===== src/rtl/game_timer.sv =====
// game_timer: loadable SS.t BCD countdown driven by a synchronized 0.1 s game_clk tick.
// Optional blinking low-time warning output is enabled with GAME_TIMER_WARN_EN.
module game_timer #(
  parameter int SYNC_STAGES = 2,
  parameter int DEFAULT_SEC = 60,
  parameter int WARN_TENTHS = 50
) (
  input  logic       CLOCK50M,
  input  logic       KEY0,
  input  logic       game_clk,
  input  logic       load,
  input  logic [7:0] load_sec,
  input  logic [3:0] load_tenths,
  input  logic       start,
  input  logic       pause,
  output logic [3:0] sec_tens,
  output logic [3:0] sec_ones,
  output logic [3:0] tenths,
  output logic       running,
  output logic       time_up,
  output logic       done_pulse,
  output logic [9:0] tick_count
`ifdef GAME_TIMER_WARN_EN
  ,
  output logic       warn
`endif
);

  localparam logic [3:0] DEF_TENS = 4'(DEFAULT_SEC / 10);
  localparam logic [3:0] DEF_ONES = 4'(DEFAULT_SEC % 10);

  typedef enum logic [1:0] {S_IDLE, S_RUN, S_PAUSED, S_EXPIRED} state_t;
  state_t r_state;

  logic [SYNC_STAGES-1:0] r_sync;
  logic                   r_sync_q;
  logic                   w_tick;
  logic [3:0]             w_dec_tens, w_dec_ones, w_dec_tenths;
  logic                   w_dec_zero, w_cnt_zero;

  function automatic logic [3:0] clamp9(input logic [3:0] d);
    return (d > 4'd9) ? 4'd9 : d;
  endfunction

  // A held-high game_clk yields exactly one tick via the edge detector.
  always_ff @(posedge CLOCK50M or posedge KEY0) begin
    if (KEY0) begin
      r_sync   <= '0;
      r_sync_q <= 1'b0;
    end else begin
      r_sync   <= {r_sync[SYNC_STAGES-2:0], game_clk};
      r_sync_q <= r_sync[SYNC_STAGES-1];
    end
  end

  assign w_tick = r_sync[SYNC_STAGES-1] & ~r_sync_q;

  always_comb begin
    w_dec_tens   = sec_tens;
    w_dec_ones   = sec_ones;
    w_dec_tenths = tenths - 4'd1;
    if (tenths == 4'd0) begin
      w_dec_tenths = 4'd9;
      w_dec_ones   = sec_ones - 4'd1;
      if (sec_ones == 4'd0) begin
        w_dec_ones = 4'd9;
        w_dec_tens = sec_tens - 4'd1;
      end
    end
  end

  assign w_dec_zero = ({w_dec_tens, w_dec_ones, w_dec_tenths} == 12'h000);
  assign w_cnt_zero = ({sec_tens, sec_ones, tenths} == 12'h000);

`ifdef GAME_TIMER_WARN_EN
  logic [10:0] w_dec_rem;
  assign w_dec_rem = 11'(w_dec_tens) * 11'd100 + 11'(w_dec_ones) * 11'd10 + 11'(w_dec_tenths);
`endif

  always_ff @(posedge CLOCK50M or posedge KEY0) begin
    if (KEY0) begin
      r_state    <= S_IDLE;
      sec_tens   <= DEF_TENS;
      sec_ones   <= DEF_ONES;
      tenths     <= 4'd0;
      running    <= 1'b0;
      time_up    <= 1'b0;
      done_pulse <= 1'b0;
      tick_count <= '0;
`ifdef GAME_TIMER_WARN_EN
      warn       <= 1'b0;
`endif
    end else begin
      done_pulse <= 1'b0;
      case (r_state)
        S_IDLE, S_PAUSED: begin
          if (load) begin
            sec_tens <= clamp9(load_sec[7:4]);
            sec_ones <= clamp9(load_sec[3:0]);
            tenths   <= clamp9(load_tenths);
          end else if (start && !(pause && r_state == S_PAUSED)) begin
            if (w_cnt_zero) begin
              r_state    <= S_EXPIRED;
              time_up    <= 1'b1;
              done_pulse <= 1'b1;
`ifdef GAME_TIMER_WARN_EN
              warn       <= 1'b0;
`endif
            end else begin
              r_state <= S_RUN;
              running <= 1'b1;
            end
          end
        end
        S_RUN: begin
          // The tick is applied before a same-cycle pause takes effect.
          if (w_tick) begin
            sec_tens   <= w_dec_tens;
            sec_ones   <= w_dec_ones;
            tenths     <= w_dec_tenths;
            tick_count <= tick_count + 10'd1;
`ifdef GAME_TIMER_WARN_EN
            warn <= (!w_dec_zero && w_dec_rem <= 11'(WARN_TENTHS)) ? ~warn : 1'b0;
`endif
            if (w_dec_zero) begin
              r_state    <= S_EXPIRED;
              running    <= 1'b0;
              time_up    <= 1'b1;
              done_pulse <= 1'b1;
            end else if (pause) begin
              r_state <= S_PAUSED;
              running <= 1'b0;
            end
          end else if (pause) begin
            r_state <= S_PAUSED;
            running <= 1'b0;
          end
        end
        S_EXPIRED: begin
          if (load) begin
            sec_tens <= clamp9(load_sec[7:4]);
            sec_ones <= clamp9(load_sec[3:0]);
            tenths   <= clamp9(load_tenths);
            time_up  <= 1'b0;
            r_state  <= S_IDLE;
          end
        end
        default: r_state <= S_IDLE;
      endcase
    end
  end

endmodule

===== config.mk =====
export PLATFORM = sky130hd
export DESIGN_NAME = game_timer
export DESIGN_NICKNAME = d
export VERILOG_FILES = /design/src/rtl/game_timer.sv
export SDC_FILE = /design/constraint.sdc
export NUM_CORES = 1
export LEC_CHECK = 0
export CORE_ASPECT_RATIO = 0.5
export CORE_UTILIZATION = 37
export CTS_CLUSTER_DIAMETER = 100
export DETAILED_ROUTE_END_ITERATION = 8
export HOLD_SLACK_MARGIN = 0.02
export PLACE_DENSITY = 0.75
export SYNTH_ARGS = -nofsm -noshare
export SYNTH_HDL_FRONTEND = slang
export SYNTH_SLANG_ARGS = --single-unit

===== constraint.sdc =====
create_clock -name CLOCK50M -period 2.3 [get_ports CLOCK50M]
set_input_delay 0.46 -clock CLOCK50M [delete_from_list [all_inputs] [get_ports CLOCK50M]]
set_output_delay 0.46 -clock CLOCK50M [all_outputs]
set_load 0.01 [all_outputs]

After elaboration in Yosys (flattened, before gate mapping). Cells that the tools add are included.

Bits in registers: 30. Bits in latches: 0. Memory bits (writable): 0. Memory bits (read-only): 0. Input bits: 18. Output and inout port bits: 25. Word-level logic and storage cells: 91. Memories kept: 0.

Add/subtract/negate cells: 4. Multipliers: 0. Divide/modulo/power cells: 0. Order comparisons: 3. Eq/ne operators: 11. Shifts and indexed selects: 0. Mux-type cells: 45. Bitwise operators: 2. Reductions and logical operators: 16.

Operator list (number): two-way mux 4 bit (14); zero test 12 bit (2); one-hot mux 4 bit (2 select lines) (3); two-way mux 1 bit (17); two-way mux 2 bit (7); inequality test 2 bit (second input constant) (7); greater-than comparator 4 bit (second input constant) (3); subtractor 4 x 1 -> 4 bit (second input constant) (3); adder 10 x 1 -> 10 bit (second input constant) (1); zero test 4 bit (2); one-hot mux 2 bit (3 select lines) (1); AND reduction 6 bit (1); == test 2 bit (second input constant) (2); one-hot mux 1 bit (2 select lines) (2); AND reduction 2 bit (2); AND reduction 4 bit (1); one-hot mux 1 bit (3 select lines) (1); AND reduction 3 bit (1); OR reduction 3 bit (1); == test 2 x 1 -> 1 bit (second input constant) (1); logical AND 1 bit (2); zero test 2 bit (1); inequality test 2 x 1 -> 1 bit (second input constant) (1); nonzero test 2 bit (1); 4 further kinds (4).

Longest topological paths before layout. Gate-level depths: netlist of the first run.

Depth in word-level cells: 7. Mapped depth: 8. Mapped depth without buffers: 7.

Worst setup path after synthesis of the first run. OpenSTA, ideal clock, no wires.

Kind: register to register. Start point: reg sec_tens[1]. End point: reg running. Library setup time: 0.120 ns. Arrival time: 1.634 ns. Path slack: 0.546 ns. Stages on the path, launching flop included: 7. Buffers on the path: 0. Period minus slack after synthesis: 1.754 ns. Cells stage by stage: dfstp_2 > inv_1 > ha_1 > nor4b_1 > o21a_4 > o21bai_4 > a31o_1.

Longest elaborated chain between the ends: 7. Elaborated cells between the ends (all ways): 10. Those cells by class: add/sub (1); eq/ne (1); mux (5); reduce/logical (3).

Ends and longest elaborated chain: from (decl) (line 16) `output logic [3:0] sec_tens,`; from (signal assigned) (line 98) `sec_tens <= clamp9(load_sec[7:4]);`; from (signal assigned) (line 118) `sec_tens <= w_dec_tens;`; from (signal assigned) (line 141) `sec_tens <= clamp9(load_sec[7:4]);`; subtractor 4 x 1 -> 4 bit (line 67) `w_dec_tens = sec_tens - 4'd1;`; two-way mux 4 bit (line 65) `if (sec_ones == 4'd0) begin`; two-way mux 4 bit (line 62) `if (tenths == 4'd0) begin`; zero test 12 bit (line 72) `assign w_dec_zero = ({w_dec_tens, w_dec_ones, w_dec_tenths} == 12'h000);`; two-way mux 1 bit (line 125) `if (w_dec_zero) begin`; two-way mux 1 bit (line 117) `if (w_tick) begin`; one-hot mux 1 bit (2 select lines) (line 95) `case (r_state)`; to (signal assigned) (line 127) `running <= 1'b0;`; to (signal assigned) (line 132) `running <= 1'b0;`; to (signal assigned) (line 136) `running <= 1'b0;`; to (decl) (line 19) `output logic running,`.

Several ways; a longest one is shown, not always the timed one. A chain may end at the register's enable or synchronous reset.

Worst setup path in the final report of the first run.
Start point: reg sec_tens[2]. End point: out sec_tens[2].

No word-level cell between the ends.

==> results of run 1 <==
-- power by group through the flow --
stage / registers [mW] / logic (mW) / clock network, mW
after floorplan: 0.965 / 0.694 / 0
after global placement: 0.975 / 1.12 / 0
after detailed placement: 0.978 / 1.15 / 0
after CTS: 0.973 / 1.16 / 0.463
after global routing: 1.01 / 1.27 / 0.492
final: 0.974 / 1.16 / 0.455
-- placed cells by master (no fill, tap or decap), types with 4 or more instances in the layout --
cell type | netlist | layout
a21oi_1 | 14 | 14
xnor2_1 | 10 | 10
buf_4 | 1 | 4
clkbuf_8 | 0 | 6
clkdlybuf4s50_1 | 0 | 42
nand4_1 | 5 | 5
inv_1 | 13 | 13
nor3_1 | 4 | 4
o21ai_0 | 12 | 12
o22ai_1 | 5 | 5
nand2_1 | 16 | 16
nand3_1 | 4 | 4
dfrtp_1 | 28 | 28
a31oi_1 | 6 | 6
nor2_1 | 15 | 15
-- Yosys cell counts (2+ instances only) --
master,n,share of area
a211oi_1,2,0.0086
a21oi_1,14,0.040
a31oi_1,6,0.022
buf_2,4,0.012
buf_6,3,0.019
clkbuf_1,2,0.0043
dfrtp_1,28,0.40
dfstp_2,2,0.030
ha_1,3,0.022
inv_1,13,0.028
nand2_1,16,0.035
nand2b_1,2,0.0072
nand3_1,4,0.012
nand4_1,5,0.018
nand4b_1,2,0.010
nor2_1,15,0.032
nor2b_1,2,0.0072
nor3_1,4,0.012
nor3b_1,2,0.0086
nor4_2,2,0.014
nor4b_1,2,0.010
o211ai_1,2,0.0086
o21ai_0,12,0.035
o21ai_1,2,0.0058
o22ai_1,5,0.018
or2_1,2,0.0072
xnor2_1,10,0.050
-- worst paths after layout --
kind                                  start     endpoint
worst max-delay path            sec_tens[2]  sec_tens[2]
worst min-delay path              r_sync[0]    r_sync[1]
worst max register to register  sec_ones[1]      running
worst min register to register    r_sync[0]    r_sync[1]
max in group asynchronous              KEY0  sec_tens[1]
min in group asynchronous              KEY0  sec_ones[2]
-- logic make-up after synthesis --
group	synth area share
and+or+nand+nor	0.205
AOI/OAI and AO/OA	0.221
DFF	0.434
buffers and inverters	0.0678
xor gates and xnor gates	0.0505
adders and majority gates	0.0216
-- cell type report --
cell class                 count  area [µm²]  share of cell area
timing repair buffer          46         450               0.197
tap                           57        71.3              0.0312
sequential                    30         753               0.330
inverter                      13        48.8              0.0214
multi-input combinational    135         865               0.379
clock buffer                   6        82.6              0.0362
clock inverter                 2        12.5             0.00548
-- state kept, by name, indices dropped and copies added, names as in the netlist --
signal and cells:
sec_ones 4, r_sync_q 1, sec_tens 4, tenths 4
tick_count 10, done_pulse 1, r_sync 2, r_state 2
time_up 1, running 1
-- per-layer routing --
| layer | GRT usage | vias up |
|---|---|---|
| met4 | 0.0697 | 0 |
| met5 | 0 | - |
| met3 | 0.0529 | 6 |
| li1 | - | 770 |
| met1 | 0.223 | 752 |
| met2 | 0.317 | 52 |
==> flow_summary.ini, run 1 <==
[final_layout]
stdcell_area_um2 = 2280
final_nets = 252
fin_cells = 289
antenna_cells = 0
drive_above_1_share = 0.0991
fill_cells = 393
final_util = 0.514
syn_to_final_growth_pct = 31.6

[sta]
hold_viol = 0
finalSetupViolCount = 0
grt_setup_unrepaired = false
slew_violations = 0
tns_ps = 0
setup_slack_ps = 372
worst_pin_slew_ps = 389
fin_skew_ps = 7.58
period_minus_slack_ps = 1930
relSlewSlack = 0.741
fin_hold_ws_ps = 349
post-route-period-util = 0.838
fmax_mhz = 519

[logic_synthesis]
ys_async_sr_fraction = 1.00
avgSynthCellArea_um2 = 9.23
synth_warnings = 0
synth-edff-count = 0
synth_area_um2 = 1740
synth_cell_types = 49
synthesis.nets = 209
synth_top_flop_cell = dfrtp_1
netlist_instances = 188
ys_seq_area_frac = 0.434
ys_seq_elements = 30

[route]
wirelength_mm = 4.18
drc = 2
first_pass_iters = 8
routedWlPerCell_um = 14.5
wl_met2_mm = 2.08
vias = 1580
top_layer = met4
ant_nets = 0
viasPerCell = 5.47
first_iter_violations = 72
wl_met3_um = 205
drt-met1-wl_mm = 1.85

[worst_setup_path]
r2r_slack_ps = 460
crit_fanout = 8
crit_cells = 1
rr_worst_depth = 5
cp_num_buf_inv = 1
critical_path.top_delay_family = flip-flops
path_class = reg2out
crit_chain = clkdlybuf4s50_1
start_kind = flop
cpPeakStageDelay_ps = 620
cp-end-kind = output port
crit_required_ps = 1840
crit_slowest_cell = dfstp_2
critPathArrivalTime_ps = 1470

[global_route]
grt-ovfl-total = 0
grt_max_degree = 31
grt_usage = 0.185
grt_pass1_vias = 1489
grt_pass1_wl_mm = 6.96
antenna_found_initial = 0

[status]
violations = design-rule violations
status = finished with violations

[floorplan]
io_pins = 43
die_y_um = 50.4
die_area_um2 = 4980
core_um2 = 4450
rows = 17
start_util = 0.390
dieWidth_um = 98.9

[power_and_ir_drop]
p_per_area_nw_per_um2 = 1130
power_switching_mw = 1.06
p_sw_frac = 0.409
vdd_drop_max_uv = 470
p_int_mw = 1.53
power_frac_seq = 0.376
p_leak_nw = 0.901
finalPower_mw = 2.59
clkPwrFrac = 0.176
p_comb_frac = 0.448

[placement]
place_hpwl_mm = 2.99
place_inst = 281
dpl-instance-area_um2 = 2190
place_congestion = 0.813
port-buffer-count = 42
pre_cts_slack_ps = 321

[cts]
cts_resized = 0
cts_hold_buf = 0
cts.sinks = 30
path_clk_slew_ps = 70
root_buffer = clkbuf_8
h-tree-depth = 2
clock_latency_ps = 290
cts_made_buffers = 5
cts_max_path_buffers = 2
post_cts.repair.setup_buffers = 0
cts_tree = yes

[run]
max_cap_violations = 0

[hold_path]
hold_depth = 0
hp-class = reg2reg
Power figures use the tool's default switching activity.
==> run 2: changes to the inputs <==
clock period = 1.82 ns   (was 2.3 ns; I/O delays follow)
==> flow_summary.ini, run 2 (synthesized netlist as in run 1, its figures left out) <==
[cts]
cts_tree = yes
cts_max_path_buffers = 2
cts.sinks = 30
clock_latency_ps = 270
path_clk_slew_ps = 70
h-tree-depth = 2
cts_made_buffers = 5
root_buffer = clkbuf_8

[sta]
grt_setup_unrepaired = true
fin_hold_ws_ps = 349
setup_slack_ps = 89.4
fin_skew_ps = 2.80
relSlewSlack = 0.728
slew_violations = 0
fmax_mhz = 578
worst_pin_slew_ps = 408
finalSetupViolCount = 0
post-route-period-util = 0.951
period_minus_slack_ps = 1730
hold_viol = 0

[route]
vias = 1667
first_iter_violations = 111
wirelength_mm = 4.47
first_pass_iters = 8
ant_nets = 0
routedWlPerCell_um = 14.7
drc = 2
viasPerCell = 5.47

[power_and_ir_drop]
p_comb_frac = 0.488
p_per_area_nw_per_um2 = 1530
power_frac_seq = 0.290
p_sw_frac = 0.370
p_leak_nw = 1.01
clkPwrFrac = 0.222
finalPower_mw = 3.77
p_int_mw = 2.38
vdd_drop_max_uv = 516
power_switching_mw = 1.40

[global_route]
grt_usage = 0.190
grt_pass1_vias = 1558
grt-ovfl-total = 0
grt_pass1_wl_mm = 7.29
antenna_found_initial = 0
grt_max_degree = 31

[floorplan]
die_area_um2 = 4980
rows = 17
core_um2 = 4450
io_pins = 43
die_y_um = 50.4
start_util = 0.390
dieWidth_um = 98.9

[placement]
pre_cts_slack_ps = 26.7
dpl-instance-area_um2 = 2300
place_hpwl_mm = 3.32
place_congestion = 0.866
port-buffer-count = 42

[final_layout]
stdcell_area_um2 = 2460
largest_reg_flops = 10
antenna_cells = 0
layout_commonest_cell = clkdlybuf4s50_1
syn_to_final_growth_pct = 42.0
regMostFlops = tick_count
drive_above_1_share = 0.169
final_nets = 268
final_util = 0.554
final_cell_mix = clkdlybuf4s50_1, dfrtp_1, buf_4

[status]
status = finished with violations
violations = design-rule violations

[worst_setup_path]
cp-end-kind = flop
crit_chain = or2_1, nor4b_1, nand4b_1, o21bai_4, a31o_1
critPathArrivalTime_ps = 1890
crit_fanout = 5
path_class = reg2reg
start_kind = flop
cpPeakStageDelay_ps = 400
crit_required_ps = 1980
crit_slowest_cell = dfrtp_1

[hold_path]
hp-class = reg2reg

[run]
max_cap_violations = 0
run 2: changes by cell type in the layout (fill, tap and decap cells not counted):
cell,change
nor3_1,-1
nor4b_2,+1
and2_2,+1
nor4b_1,-1
buf_4,+16
bufinv_16,+2
nor3_2,+1
and2_1,-1
clkinv_2,-1
clkinvlp_4,-1
run 2: power by group through the flow:
stage | combinational, mW | clock, mW | sequential (mW)
5_1_grt | 1.99 | 0.889 | 1.13
3_3_place_gp | 1.72 | 0 | 1.11
2_1_floorplan | 0.877 | 0 | 1.22
3_5_place_dp | 1.77 | 0 | 1.12
4_1_cts | 1.79 | 0.852 | 1.11
6_report | 1.84 | 0.839 | 1.09
run 2: layer usage:
metal  up-vias  part of all wire  track usage  routed length, µm
met4         0            0.0063       0.0398                 28
met2        62              0.48        0.333               2140
li1        800                 -            -                  -
met3         8             0.051       0.0418                229
met5         -                 0            0                  0
met1       797              0.46        0.243               2070
run 2: layout make-up:
cell class	instances	area, µm²
fillers	369	1980
multi-input cells	135	877
flip-flops and latches	30	753
repair buffers	62	571
clock buffers	6	82.6
well taps	57	71.3
clock inverters	2	60.1
inverters	13	48.8
run 2: worst paths after layout:
kind,from,endpoint,slack (ps),cells past startpoint
worst max-delay path,sec_tens[0],running,90,5
worst min-delay path,r_sync[0],r_sync[1],350,0
worst max register to register,sec_tens[0],running,90,5
worst min register to register,r_sync[0],r_sync[1],350,0
max in group asynchronous,KEY0,sec_tens[1],1020,3
min in group asynchronous,KEY0,tick_count[9],470,3
run 2: timing repair:
| action | in CTS | in global routing |
|---|---|---|
| hold buffers | 0 | 0 |
| setup buffers | 0 | 1 |
| pin swaps | 0 | 2 |
| endpoints found under the setup margin | 2 | 7 |
| gates resized for setup | 0 | 3 |
run 2: through the flow:
| stage | instances | setup TNS, ps |
|---|---|---|
| after floorplan | 188 | 0 |
| after global placement | 296 | 0 |
| after detailed placement | 296 | 0 |
| after CTS | 304 | -10.6 |
| after global routing | 305 | -5.72 |
| final | 305 | 0 |
run 2: worst max-delay path, delay by kind of cell (launching register included):
kind / cells / cell delay [ps]
flops: 1 / 400
simple gates: 3 / 780
compound gates: 2 / 430
==> run 3: changes to the inputs <==
PLACE_DENSITY = not set   (was 0.75)
PLACE_DENSITY_LB_ADDON = 0.1   (was not set)
REMOVE_ABC_BUFFERS = 1   (was not set)
==> flow_summary.ini, run 3 (synthesized netlist as in run 1, its figures left out) <==
[worst_setup_path]
critical_path.top_delay_family = flip-flops
crit_slowest_cell = dfstp_2
crit_chain = clkdlybuf4s50_1
cpPeakStageDelay_ps = 560
rr_worst_depth = 7
crit_required_ps = 1460
critPathArrivalTime_ps = 1390
crit_cells = 1
r2r_end = r_state[1]
cp-startpoint = sec_tens[1]
r2r_slack_ps = 80
crit_end = sec_tens[1]
cp-end-kind = output port
start_kind = flop
crit_fanout = 4
cp_num_buf_inv = 1
path_class = reg2out
r2r_start = sec_tens[1]

[global_route]
grt-busiest-layer = met2
grt_pass1_wl_mm = 7.55
grt-ovfl-total = 0
antenna_found_initial = 0
grt_usage = 0.199
grtUsageMet1 = 0.274
use_met2 = 0.315
grtUsageMet3 = 0.0543
grt_max_degree = 31
grt_pass1_vias = 1536

[sta]
hold_viol = 0
tns_ps = 0
fmax_mhz = 570
worst_pin_slew_ps = 402
fin_skew_ps = 12.3
slew_violations = 0
fin_hold_ws_ps = 380
finalSetupViolCount = 0
post-route-period-util = 0.964
setup_slack_ps = 66.2
relSlewSlack = 0.732
period_minus_slack_ps = 1750

[cts]
cts_hold_buf = 0
clock_latency_ps = 290
h-tree-depth = 2
root_buffer = clkbuf_8
cts_made_buffers = 5
cts_tree = yes
cts_max_path_buffers = 2
cts.sinks = 30
path_clk_slew_ps = 70

[power_and_ir_drop]
p_leak_nw = 0.988
vdd_drop_max_uv = 671
p_per_area_nw_per_um2 = 1490
finalPower_mw = 3.63

[route]
ant_nets = 0
viasPerCell = 5.39
first_iter_violations = 79
drc = 0
wirelength_mm = 4.54
routedWlPerCell_um = 15.0
vias = 1627
first_pass_iters = 4

[final_layout]
syn_to_final_growth_pct = 40.4
final_nets = 266
stdcell_area_um2 = 2440
final_util = 0.548
fin_cells = 302
multi_input_area_um2 = 896
drive_above_1_share = 0.180
largest_reg_flops = 10
fill_cells = 376
antenna_cells = 0
register_area_um2 = 753
layout_commonest_cell = clkdlybuf4s50_1
regMostFlops = tick_count
final_cell_mix = clkdlybuf4s50_1, dfrtp_1, buf_4

[placement]
place_inst = 294
pre_cts_slack_ps = -30.9
dpl-instance-area_um2 = 2290
port-buffer-count = 42
place_hpwl_mm = 3.26
place_congestion = 0.828

[floorplan]
die_area_um2 = 4980
start_util = 0.390
die_y_um = 50.4
io_pins = 43
rows = 17
core_um2 = 4450
dieWidth_um = 98.9

[status]
status = finished, final reports clean

[hold_path]
hp-class = reg2reg

[run]
max_cap_violations = 0
## run 3: cell type report
| type | count | share of cell area |
|---|---|---|
| Clock buffer | 6 | 0.0339 |
| Clock inverter | 1 | 0.0123 |
| Inverter | 13 | 0.0200 |
| Multi-Input combinational cell | 135 | 0.368 |
| Sequential cell | 30 | 0.309 |
| Tap cell | 57 | 0.0293 |
| Timing Repair Buffer | 60 | 0.228 |
## run 3: layer usage
layer  vias to the layer above  wire (µm)  part of all wire
met4                         0         25            0.0055
met2                        52       2050              0.45
met3                         4        277             0.061
met5                         -          0                 0
met1                       782       2190              0.48
li1                        789          -                 -
## run 3: worst min-delay path by stage
stage | from | to | slack, ps | cells past startpoint
6_report | r_sync[0] | r_sync[1] | 380 | 0
5_1_grt | r_sync[0] | r_sync[1] | 390 | 0
4_1_cts | r_sync[0] | r_sync[1] | 380 | 0
3_5_place_dp | r_sync[1] | r_sync_q | 370 | 0
3_3_place_gp | r_sync[0] | r_sync[1] | 340 | 0
2_1_floorplan | r_sync[0] | r_sync[1] | 330 | 0
## run 3: where the power goes
group | switching [mW] | leakage [nW] | internal (mW)
sequential | 0.216 | 0.374 | 0.887
combinational | 0.926 | 0.556 | 0.899
clock | 0.260 | 0.0573 | 0.438
## run 3: timing repair
item                       CTS  global route
resized for setup            1             7
setup endpoints to repair    5             8
pin swaps                    0             2
cloned                       0             0
setup buffers                1             0
==> patch, RTL diff (config.mk and constraints of run 3) <==
The 4 states of `state_t` get a Gray code encoding in 2 bits.
--- a/src/rtl/game_timer.sv
+++ b/src/rtl/game_timer.sv
@@ -30,5 +30,5 @@
   localparam logic [3:0] DEF_ONES = 4'(DEFAULT_SEC % 10);
 
-  typedef enum logic [1:0] {S_IDLE, S_RUN, S_PAUSED, S_EXPIRED} state_t;
+  typedef enum logic [1:0] {S_IDLE = 2'b00, S_RUN = 2'b01, S_PAUSED = 2'b11, S_EXPIRED = 2'b10} state_t;
   state_t r_state;
 
Function: no difference found for any inputs over 10 cycles, from zero or initial values; not proved beyond that.
==> patch against run 3 <==
The flow now finishes with violations (negative setup slack). Critical path depth is 4 higher. Global-route usage is 1.2 points higher. Setup slack worse by 0.60 ns. Area after synthesis up 1.9%. Sequential cell count is the same. Cell count increased by 18%. Design area is 16% higher. Routed wire length up 9.1%. Total power rose by 16%. Die area grew 1.9%. Largest cell class unchanged. Largest power group unchanged.
==> patch: results (changes against run 3) <==
DR pass1 iterations - 4 (unchanged)
Dpl hpwl - 3610 um (+11%)
Clk slew on worst S/H paths - 0.06 ns
Fillers - 376 (unchanged)
Post-synthesis sequential area ratio - 0.426 (-0.00829)
Routed wire length - 4960 um (+9.1%)
GR Layer Usage met1 - 0.268 (-0.00606)
GRT Util Overall - 0.212 (+0.0125)
First-pass GRT wire length - 8040 um (+6.5%)
Setup_tns - -1.98 ns (-1.98 ns)
Status - finished with violations
Failing checks - negative setup slack
Worst rel slew slack - 0.736 (+0.00367)
Hold_ws - 0.356 ns (-0.0237 ns)
Gpl congestion - 0.836 (+0.98%)
Nets@finish - 315 (+18%)
Static Leak - 1.23 nW (+25%)
Met2 Use GR - 0.359 (+0.0439)
HP Start - r_sync[0]
Reg2Reg Depth - 5 (-2)
Avg Vias per Cell - 5.22 (-3.0%)
Post-synth top cells - dfrtp_1 (28), nor2_1 (22), nand2_1 (21), inv_1 (15), a21oi_1 (12)
Largest net degree at the start of global routing - 31 (unchanged)
Setup WS post-layout - -0.529 ns (-0.595 ns)
Met3 usage - 0.0492 (-0.00507)
Reg-to-reg endpoint - time_up
Share of cells above drive strength 1 - 0.265 (+0.0850)
Reg2Reg Launch Point - sec_ones[0]
Ys async rst share - 1.00 (unchanged)
Vias in the first global route - 1732 (+13%)
H-tree level count - 2 (unchanged)
Worst Skew - 0.00971 ns (-0.00258 ns)
Crit-path max FO - 2 (-2)
Hold Crit Class - reg -> reg
Max FFs per register - 10 (unchanged)
Longest Clk Path Bufs - 2 (unchanged)
Unique masters post-synth - 45 (-8.2%)
Worst slack, placed - -0.608 ns (-0.577 ns)
Largest cells by area after synthesis - dfrtp_1 (40%), ha_1 (5.0%), nor2_1 (4.7%)
# setup viols final - 5 (+5)
Peak supply drop - 0.726 mV (+8.1%)
Clock latency on the worst-skew pair - 0.29 ns (about the same)
Port bufs - 42 (unchanged)
Initial DRC Count - 78 (-1.3%)
patch: cell types whose count changed in the layout (fill, tap and decap cells not counted), moves of 4 or more:
cell | before | now
buf_6 | 0 | 4
ha_1 | 2 | 6
o21ai_0 | 12 | 7
nor2_1 | 15 | 21
xnor2_1 | 10 | 6
buf_4 | 18 | 42
o22a_1 | 0 | 4
nor4_4 | 0 | 4
patch: how the worst max path moves through the flow:
stage                           start          to  cells after the start
after global placement      tenths[2]     time_up                      5
final                     sec_ones[0]     time_up                      5
after global routing      sec_ones[0]  r_state[1]                      6
after detailed placement    tenths[2]     time_up                      5
after CTS                 sec_ones[0]     time_up                      5
after floorplan             tenths[2]     time_up                      5
patch: critical path, stage by stage, from the launching register on:
cell     delay (ns)
dfrtp_1        0.38
or4_4          0.54
or4_4          0.51
a221o_1        0.35
or4_1          0.41
nand3_1        0.10
patch: repair_timing:
item                                    in CTS  in global routing
gates resized for setup                     13                 20
setup buffers                                2                  4
hold endpoints to repair                     0                  0
pin swaps                                    7                 10
endpoints found under the setup margin      12                 20
patch: power breakdown:
part	leakage (nW)	total (W)	internal [W]	switching [W]
registers	0.365	0.00107	0.000895	0.000178
clock network	0.0450	0.000512	0.000264	0.000248
logic	0.821	0.00264	0.00135	0.00129
patch: per-stage QoR:
stage / area, um^2 / util / instances
2_1_floorplan: 1750 / - / 194
4_1_cts: 2720 / 0.605 / 354
5_1_grt: 2820 / 0.628 / 357
3_3_place_gp: 2560 / 0.571 / 344
6_report: 2820 / 0.628 / 357
3_5_place_dp: 2560 / 0.571 / 344
patch: final cells by class:
class / count / area share
well taps: 66 / 0.0293
clock buffers: 6 / 0.0257
repair buffers: 89 / 0.281
clock inverters: 2 / 0.00355
flip-flops and latches: 30 / 0.268
multi-input cells: 149 / 0.372
inverters: 15 / 0.0200
patch: layer usage:
layer	share of wire	up-vias
li1	-	911
met1	0.47	879
met2	0.46	64
met3	0.056	11
met4	0.017	0
met5	0	-
patch: kinds of logic (layout without fill, tap and decap cells):
kind of cell    count (synthesis)  count (layout)  share of synthesized area
compound gates                 50              50                      0.192
fa+ha+maj                       7               7                     0.0495
buf+inv                        21             112                     0.0453
xor+xnor                        9               9                     0.0446
mux                             2               2                     0.0113
simple gates                   81              81                      0.232
flops                          30              30                      0.426
